File: config.mk
export PLATFORM = sky130hd
export DESIGN_NAME = hamming_dec_engine
export DESIGN_NICKNAME = d
export VERILOG_FILES = /design/src/rtl/hamming_pkg.sv /design/src/rtl/hamming_syndrome.sv /design/src/rtl/hamming_dec_engine.sv
export SDC_FILE = /design/constraint.sdc
export NUM_CORES = 1
export LEC_CHECK = 0
export BUFFER_PORTS_ARGS = -buffer_cell sky130_fd_sc_hd__buf_4
export CORE_MARGIN = 2
export CORE_UTILIZATION = 58
export DETAILED_ROUTE_END_ITERATION = 10
export PLACE_DENSITY = 0.79
export SYNTH_ARGS = -nofsm -noshare
export SYNTH_HDL_FRONTEND = slang
export SYNTH_SLANG_ARGS = --single-unit
File: constraint.sdc
create_clock -name clk -period 3.7 [get_ports clk]
set_clock_uncertainty 0.15 [all_clocks]
set_input_delay 0.37 -clock clk [delete_from_list [all_inputs] [get_ports clk]]
set_output_delay 0.37 -clock clk [all_outputs]
set_load 0.03 [all_outputs]
File: src/rtl/hamming_pkg.sv
// hamming_pkg: shared definitions for the SECDED (16,11) decode engine.
//   - codeword layout: bit k of the codeword is Hamming position k,
//     bit 0 is the overall parity p0, bits 1/2/4/8 are p1/p2/p4/p8.
//   - syndrome masks: syndrome bit n is the XOR of every position whose
//     index has bit n set.
//   - FSM state encodings (dec_state_t) and the error classification flag_t.
//   - extract_data(): pulls d11..d1 out of a 16-bit codeword.
package hamming_pkg;

  // Data bit positions inside the codeword
  localparam int D1_POS    = 3;
  localparam int D4_2_LO   = 5;
  localparam int D4_2_HI   = 7;
  localparam int D11_5_LO  = 9;
  localparam int D11_5_HI  = 15;

  // Positions contributing to each syndrome bit (position 0 excluded)
  localparam logic [15:0] SYN0_MASK = 16'hAAAA;
  localparam logic [15:0] SYN1_MASK = 16'hCCCC;
  localparam logic [15:0] SYN2_MASK = 16'hF0F0;
  localparam logic [15:0] SYN3_MASK = 16'hFF00;

  typedef logic [2:0] dec_state_t;
  localparam dec_state_t ST_IDLE   = 3'd0;
  localparam dec_state_t ST_RD_LO  = 3'd1;
  localparam dec_state_t ST_RD_HI  = 3'd2;
  localparam dec_state_t ST_DECODE = 3'd3;
  localparam dec_state_t ST_WR_LO  = 3'd4;
  localparam dec_state_t ST_WR_HI  = 3'd5;
  localparam dec_state_t ST_FIN    = 3'd6;

  typedef enum logic [1:0] {
    CLEAN  = 2'b00,
    SINGLE = 2'b01,
    DOUBLE = 2'b10
  } flag_t;

  // Returns {d11..d1}; d1 lands in bit 0.
  function automatic logic [10:0] extract_data(input logic [15:0] cw);
    return {cw[D11_5_HI:D11_5_LO], cw[D4_2_HI:D4_2_LO], cw[D1_POS]};
  endfunction

endpackage

File: src/rtl/hamming_syndrome.sv
// hamming_syndrome: combinational SECDED (16,11) checker/corrector.
// Ports:
//   i_cw      in  16  codeword as read from memory
//   o_flag    out 2   CLEAN / SINGLE / DOUBLE classification
//   o_cw_corr out 16  codeword with the single-error position flipped
//                     (unchanged for CLEAN and DOUBLE)
module hamming_syndrome
  import hamming_pkg::*;
(
  input  logic [15:0] i_cw,
  output flag_t       o_flag,
  output logic [15:0] o_cw_corr
);

  logic [3:0] w_syn;
  logic       w_q;

  // Syndrome, overall parity, classification and correction
  always_comb begin
    w_syn     = {^(i_cw & SYN3_MASK), ^(i_cw & SYN2_MASK),
                 ^(i_cw & SYN1_MASK), ^(i_cw & SYN0_MASK)};
    w_q       = ^i_cw;
    o_cw_corr = i_cw;
    if (w_q) begin
      // Odd overall parity: one bit flipped; syndrome 0 points at p0 (bit 0).
      o_flag            = SINGLE;
      o_cw_corr[w_syn]  = ~i_cw[w_syn];
    end else if (w_syn != 4'd0) begin
      o_flag = DOUBLE;
    end else begin
      o_flag = CLEAN;
    end
  end

endmodule

File: src/rtl/hamming_dec_engine.sv
// hamming_dec_engine: memory-master engine that decodes NUM_MSG SECDED
// (16,11) codewords from SRC_BASE and writes {d8..d1} and
// {F1,F0,3'b000,d11..d9} byte pairs to DST_BASE.
// Ports:
//   clk, reset          rising-edge clock, asynchronous active-high reset
//   start               1-cycle pulse, accepted in IDLE or FIN
//   done                high from end of run until next accepted start
//   busy                high while a run is in progress
//   mem_addr [AW]       byte address (registered)
//   mem_wr_en           byte write strobe, only in WR_LO / WR_HI
//   mem_wr_data [8]     write byte
//   mem_rd_data [8]     combinational read data for mem_addr
// Optional feature (macro HAMMING_DEC_STATS_EN):
//   n_single / n_double [4] saturating per-run error counters.
module hamming_dec_engine
  import hamming_pkg::*;
#(
  parameter int NUM_MSG  = 15,
  parameter int SRC_BASE = 30,
  parameter int DST_BASE = 0,
  parameter int AW       = 8
) (
  input  logic          clk,
  input  logic          reset,
  input  logic          start,
  output logic          done,
  output logic          busy,
  output logic [AW-1:0] mem_addr,
  output logic          mem_wr_en,
  output logic [7:0]    mem_wr_data,
  input  logic [7:0]    mem_rd_data
`ifdef HAMMING_DEC_STATS_EN
  ,
  output logic [3:0]    n_single,
  output logic [3:0]    n_double
`endif
);

  localparam int IW = (NUM_MSG > 1) ? $clog2(NUM_MSG) : 1;
  localparam logic [IW-1:0] IDX_ZERO  = IW'(0);
  localparam logic [IW-1:0] IDX_ONE   = IW'(1);
  localparam logic [IW-1:0] IDX_LAST  = IW'(NUM_MSG - 1);
  localparam logic [AW-1:0] SRC_A     = AW'(SRC_BASE);
  localparam logic [AW-1:0] DST_A     = AW'(DST_BASE);
  localparam logic [AW-1:0] ADDR_ONE  = AW'(1);
  localparam logic [AW-1:0] ADDR_ZERO = AW'(0);

  dec_state_t    r_state, w_state_nxt;
  logic [IW-1:0] r_idx, w_idx_nxt;
  logic [15:0]   r_cw, w_cw_corr;
  flag_t         w_flag;
  logic [10:0]   w_data;
  logic [7:0]    r_hi;
  logic          w_start_ok;
  logic [AW-1:0] w_off, w_addr_nxt;
  logic          w_wr_en_nxt;
  logic [7:0]    w_wr_data_nxt;
  logic          r_done, r_busy, r_mem_wr_en;
  logic [AW-1:0] r_mem_addr;
  logic [7:0]    r_mem_wr_data;

  hamming_syndrome u_syndrome (
    .i_cw      (r_cw),
    .o_flag    (w_flag),
    .o_cw_corr (w_cw_corr)
  );

  assign w_start_ok = start && ((r_state == ST_IDLE) || (r_state == ST_FIN));
  assign w_data     = extract_data(w_cw_corr);
  // Offset in AW bits so address arithmetic wraps modulo 2^AW.
  assign w_off      = AW'({w_idx_nxt, 1'b0});

  // Next-state and message index
  always_comb begin
    w_state_nxt = r_state;
    w_idx_nxt   = r_idx;
    case (r_state)
      ST_IDLE, ST_FIN: begin
        if (start) begin
          w_state_nxt = ST_RD_LO;
          w_idx_nxt   = IDX_ZERO;
        end else begin
          w_state_nxt = r_state;
        end
      end
      ST_RD_LO:  w_state_nxt = ST_RD_HI;
      ST_RD_HI:  w_state_nxt = ST_DECODE;
      ST_DECODE: w_state_nxt = ST_WR_LO;
      ST_WR_LO:  w_state_nxt = ST_WR_HI;
      ST_WR_HI: begin
        if (r_idx == IDX_LAST) begin
          w_state_nxt = ST_FIN;
        end else begin
          w_state_nxt = ST_RD_LO;
          w_idx_nxt   = r_idx + IDX_ONE;
        end
      end
      default:   w_state_nxt = ST_IDLE;
    endcase
  end

  // Memory-port values for the state being entered, so the registered
  // address is already valid during the read cycles.
  always_comb begin
    w_addr_nxt    = ADDR_ZERO;
    w_wr_en_nxt   = 1'b0;
    w_wr_data_nxt = 8'h00;
    case (w_state_nxt)
      ST_RD_LO: w_addr_nxt = SRC_A + w_off;
      ST_RD_HI: w_addr_nxt = SRC_A + w_off + ADDR_ONE;
      ST_WR_LO: begin
        w_addr_nxt    = DST_A + w_off;
        w_wr_en_nxt   = 1'b1;
        w_wr_data_nxt = w_data[7:0];
      end
      ST_WR_HI: begin
        w_addr_nxt    = DST_A + w_off + ADDR_ONE;
        w_wr_en_nxt   = 1'b1;
        w_wr_data_nxt = r_hi;
      end
      default: begin
        w_addr_nxt    = ADDR_ZERO;
        w_wr_en_nxt   = 1'b0;
      end
    endcase
  end

  // FSM, datapath and registered outputs
  always_ff @(posedge clk or posedge reset) begin
    if (reset) begin
      r_state       <= ST_IDLE;
      r_idx         <= IDX_ZERO;
      r_cw          <= 16'h0000;
      r_hi          <= 8'h00;
      r_done        <= 1'b0;
      r_busy        <= 1'b0;
      r_mem_addr    <= ADDR_ZERO;
      r_mem_wr_en   <= 1'b0;
      r_mem_wr_data <= 8'h00;
    end else begin
      r_state       <= w_state_nxt;
      r_idx         <= w_idx_nxt;
      r_mem_addr    <= w_addr_nxt;
      r_mem_wr_en   <= w_wr_en_nxt;
      r_mem_wr_data <= w_wr_data_nxt;
      if (r_state == ST_RD_LO) begin
        r_cw[7:0] <= mem_rd_data;
      end else if (r_state == ST_RD_HI) begin
        r_cw[15:8] <= mem_rd_data;
      end else begin
        r_cw <= r_cw;
      end
      if (r_state == ST_DECODE) begin
        r_hi <= {w_flag, 3'b000, w_data[10:8]};
      end else begin
        r_hi <= r_hi;
      end
      if (w_start_ok) begin
        r_busy <= 1'b1;
        r_done <= 1'b0;
      end else if (r_state == ST_FIN) begin
        r_busy <= 1'b0;
        r_done <= 1'b1;
      end else begin
        r_busy <= r_busy;
        r_done <= r_done;
      end
    end
  end

  assign done        = r_done;
  assign busy        = r_busy;
  assign mem_addr    = r_mem_addr;
  assign mem_wr_en   = r_mem_wr_en;
  assign mem_wr_data = r_mem_wr_data;

`ifdef HAMMING_DEC_STATS_EN
  logic [3:0] r_n_single, r_n_double;

  // Per-run saturating error counters, cleared by an accepted start
  always_ff @(posedge clk or posedge reset) begin
    if (reset) begin
      r_n_single <= 4'h0;
      r_n_double <= 4'h0;
    end else if (w_start_ok) begin
      r_n_single <= 4'h0;
      r_n_double <= 4'h0;
    end else if (r_state == ST_DECODE) begin
      case (w_flag)
        SINGLE:  r_n_single <= (r_n_single == 4'hF) ? r_n_single : r_n_single + 4'h1;
        DOUBLE:  r_n_double <= (r_n_double == 4'hF) ? r_n_double : r_n_double + 4'h1;
        default: r_n_single <= r_n_single;
      endcase
    end else begin
      r_n_single <= r_n_single;
      r_n_double <= r_n_double;
    end
  end

  assign n_single = r_n_single;
  assign n_double = r_n_double;
`endif

endmodule

==> qor.yml <==
yosys:
  syn_area_per_cell_um2: 9.84
  ys_seq_elements: 45
  synth.cells.most_frequent: "sky130_fd_sc_hd__dfrtp_1, sky130_fd_sc_hd__nand2_1, sky130_fd_sc_hd__nor2_1"
  synth_async_sr_flop_share_pct: 100
  synth-edff-count: 0
  sequential_area_share_after_synthesis_pct: 41.9
  synth_top_cell_area_share_pct: 41.9
  postSynth.topFlopCell: "sky130_fd_sc_hd__dfrtp_1"
  yosysWarningCount: 0
  netlist_area_um2: 2690
  synth.largest_area_cell: "sky130_fd_sc_hd__dfrtp_1"
  ys_types: 52
  postSynthCellCount: 273
  yosysMostFrequentCell: "sky130_fd_sc_hd__dfrtp_1"
  synth_top_cells_by_area: "sky130_fd_sc_hd__dfrtp_1, sky130_fd_sc_hd__mux2_2, sky130_fd_sc_hd__xnor2_1"
sta:
  fmax_ghz: 0.326
  period_share_pct: 83.0
  fin_setup_tns_ns: 0
  measured_slew_at_the_worst_slew_check_pin_ns: 0.855
  slew_headroom_pct: 42.8
  final-hold-violation-count: 0
  unrepaired_setup_endpoints_after_global_routing: "false"
  timing.final.max_slew_violations: 0
  layout_setup_ws_ns: 0.631
  finalWorstPathRequiredPeriod_ns: 3.07
  total_setup_violations_reported_at_the_end_of_the_flow: 0
global_routing:
  global_route.overflow_total: 0
  grt_first_pass_wirelength_um: 9150
  grt_start_max_net_pins: 46
  antenna_found_initial: 0
  grt_pass1_vias: 1880
  grt.total_usage_pct: 22.5
final_layout:
  syn_to_final_growth_pct: 12.1
  drive_above_1_share_pct: 21.7
  finish.utilization_pct: 68.3
  final-instance-count-excl-fill: 352
  insertedDiodeCount: 0
  nNetsFinal: 313
run:
  maxCapViolCount: 0
drt:
  drtAntennaViolNets: 0
  via_count: 2110
  wire_length_per_cell_um: 15.5
  wl_um: 5450
  remaining_drc_errors: 0
  dr_iter_0_viols: 220
  dr.pass1.iters: 5
  vias_per_cell: 5.99
worst_setup_path:
  criticalPathCategory: "flop to flop"
  setup.reg_to_reg.worst_slack_ns: 0.63
  required_time_at_the_worst_slack_endpoint_ns: 3.74
  crit_path_start_kind: "flop"
  end_kind: "flop"
  critical_path_peak_fanout: 11
  critPathArrivalTime_ns: 3.11
floorplanning:
  fp-row-count: 24
  core-area_um2: 4410
  initial_core_util_pct: 60.9
  fp.dieW_um: 72.1
  io_pins: 30
  die_area_um2: 5190
  die_h_um: 72.1
cts:
  cts_inserted_buffers: 5
  cts.path.max_buffers: 2
  clkSlewWorstSetupHoldPaths_ns: 0.09
  clock_tree_from_tritoncts: "done"
  cts.root.buffer_cell: "sky130_fd_sc_hd__clkbuf_8"
  cts_resized: 0
  total_of_hold_buffers_inserted_after_clock_tree_synthesis: 0
  cts_setup_buffers: 0
  worstSkewPairLatency_ns: 0.30
  clock_sink_count: 45
  cts-htree-levels: 2
placement:
  routabilityCongestion: 0.931
  detailedPlace.worstSlack_ns: 0.697
  detailedPlacementHpwl_um: 3970
  placement.io_buffers: 27
  placedCellCount: 344
status:
  run_status: "finished, final reports clean"
hold_path:
  hold_class: "input port to async pin"
-- logic make-up after synthesis --
family,synth area share [%]
fa+ha+maj,1.77
other cells,0.140
buf+inv,3.26
flops,41.9
mux,10.5
simple gates,16.5
compound gates,16.0
xor+xnor,9.87
-- stage by stage --
step | hold slack, ns | cell area [µm²]
6_report | 0.0504 | 3010
5_1_grt | 0.108 | 3010
4_1_cts | 0.0703 | 3010
3_5_place_dp | 0.348 | 2920
3_3_place_gp | 0.334 | 2920
2_1_floorplan | 0.300 | 2690
-- worst max-delay path, cell delays in order (launching register included) --
cell and delay, ns:
sky130_fd_sc_hd__dfrtp_1 0.46, sky130_fd_sc_hd__xnor2_1 0.28, sky130_fd_sc_hd__xnor3_2 0.56, sky130_fd_sc_hd__xnor2_2 0.47
sky130_fd_sc_hd__mux2i_1 0.25, sky130_fd_sc_hd__a221oi_1 0.09, sky130_fd_sc_hd__a211o_2 0.41, sky130_fd_sc_hd__o31ai_1 0.30
-- flip-flops by register name, summed over array words and instances (netlist names) --
name and cells:
mem_wr_data 8, mem_wr_en 1, r_cw 16, done 1, r_hi 5, busy 1
r_idx 4, mem_addr 6, r_state 3
-- cell type report --
class                   instances  area [µm²]
clock buffers                   6        82.6
fillers                       349        1400
repair buffers                 29         218
well taps                      52        65.1
flip-flops and latches         45        1130
multi-input cells             210        1480
clock inverters                 2        13.8
inverters                       8        30.0
-- per-layer routing --
metal  up-vias  routed length [µm]  GRT usage, %
li1       1026                   -             -
met1       994                2610          34.3
met2        79                2410          32.2
met3        11                 321          4.86
met4         0                 108          6.50
met5         -                   0             0
-- path summary, 6_finish.rpt --
check	start	endpoint	depth (start not counted)
max	r_cw[15]	mem_wr_data[7]	7
min	reset	r_hi[2]	3
max reg2reg	r_cw[15]	mem_wr_data[7]	7
min reg2reg	r_hi[6]	r_hi[6]	2
max in group asynchronous	reset	r_cw[0]	3
min in group clk	mem_rd_data[6]	r_cw[6]	2
-- cell usage in the layout (no fill, tap or decap), types with 8 or more instances in the layout --
cell	instances
sky130_fd_sc_hd__a21oi_1	11
sky130_fd_sc_hd__buf_4	29
sky130_fd_sc_hd__dfrtp_1	45
sky130_fd_sc_hd__mux2_2	18
sky130_fd_sc_hd__mux2i_1	8
sky130_fd_sc_hd__nand2_1	27
sky130_fd_sc_hd__nand3_1	8
sky130_fd_sc_hd__nor2_1	21
sky130_fd_sc_hd__o21ai_0	12
sky130_fd_sc_hd__xnor2_1	18
Power is not shown: default switching activity piles up to over one toggle a cycle in this logic, so the estimate is an artifact.
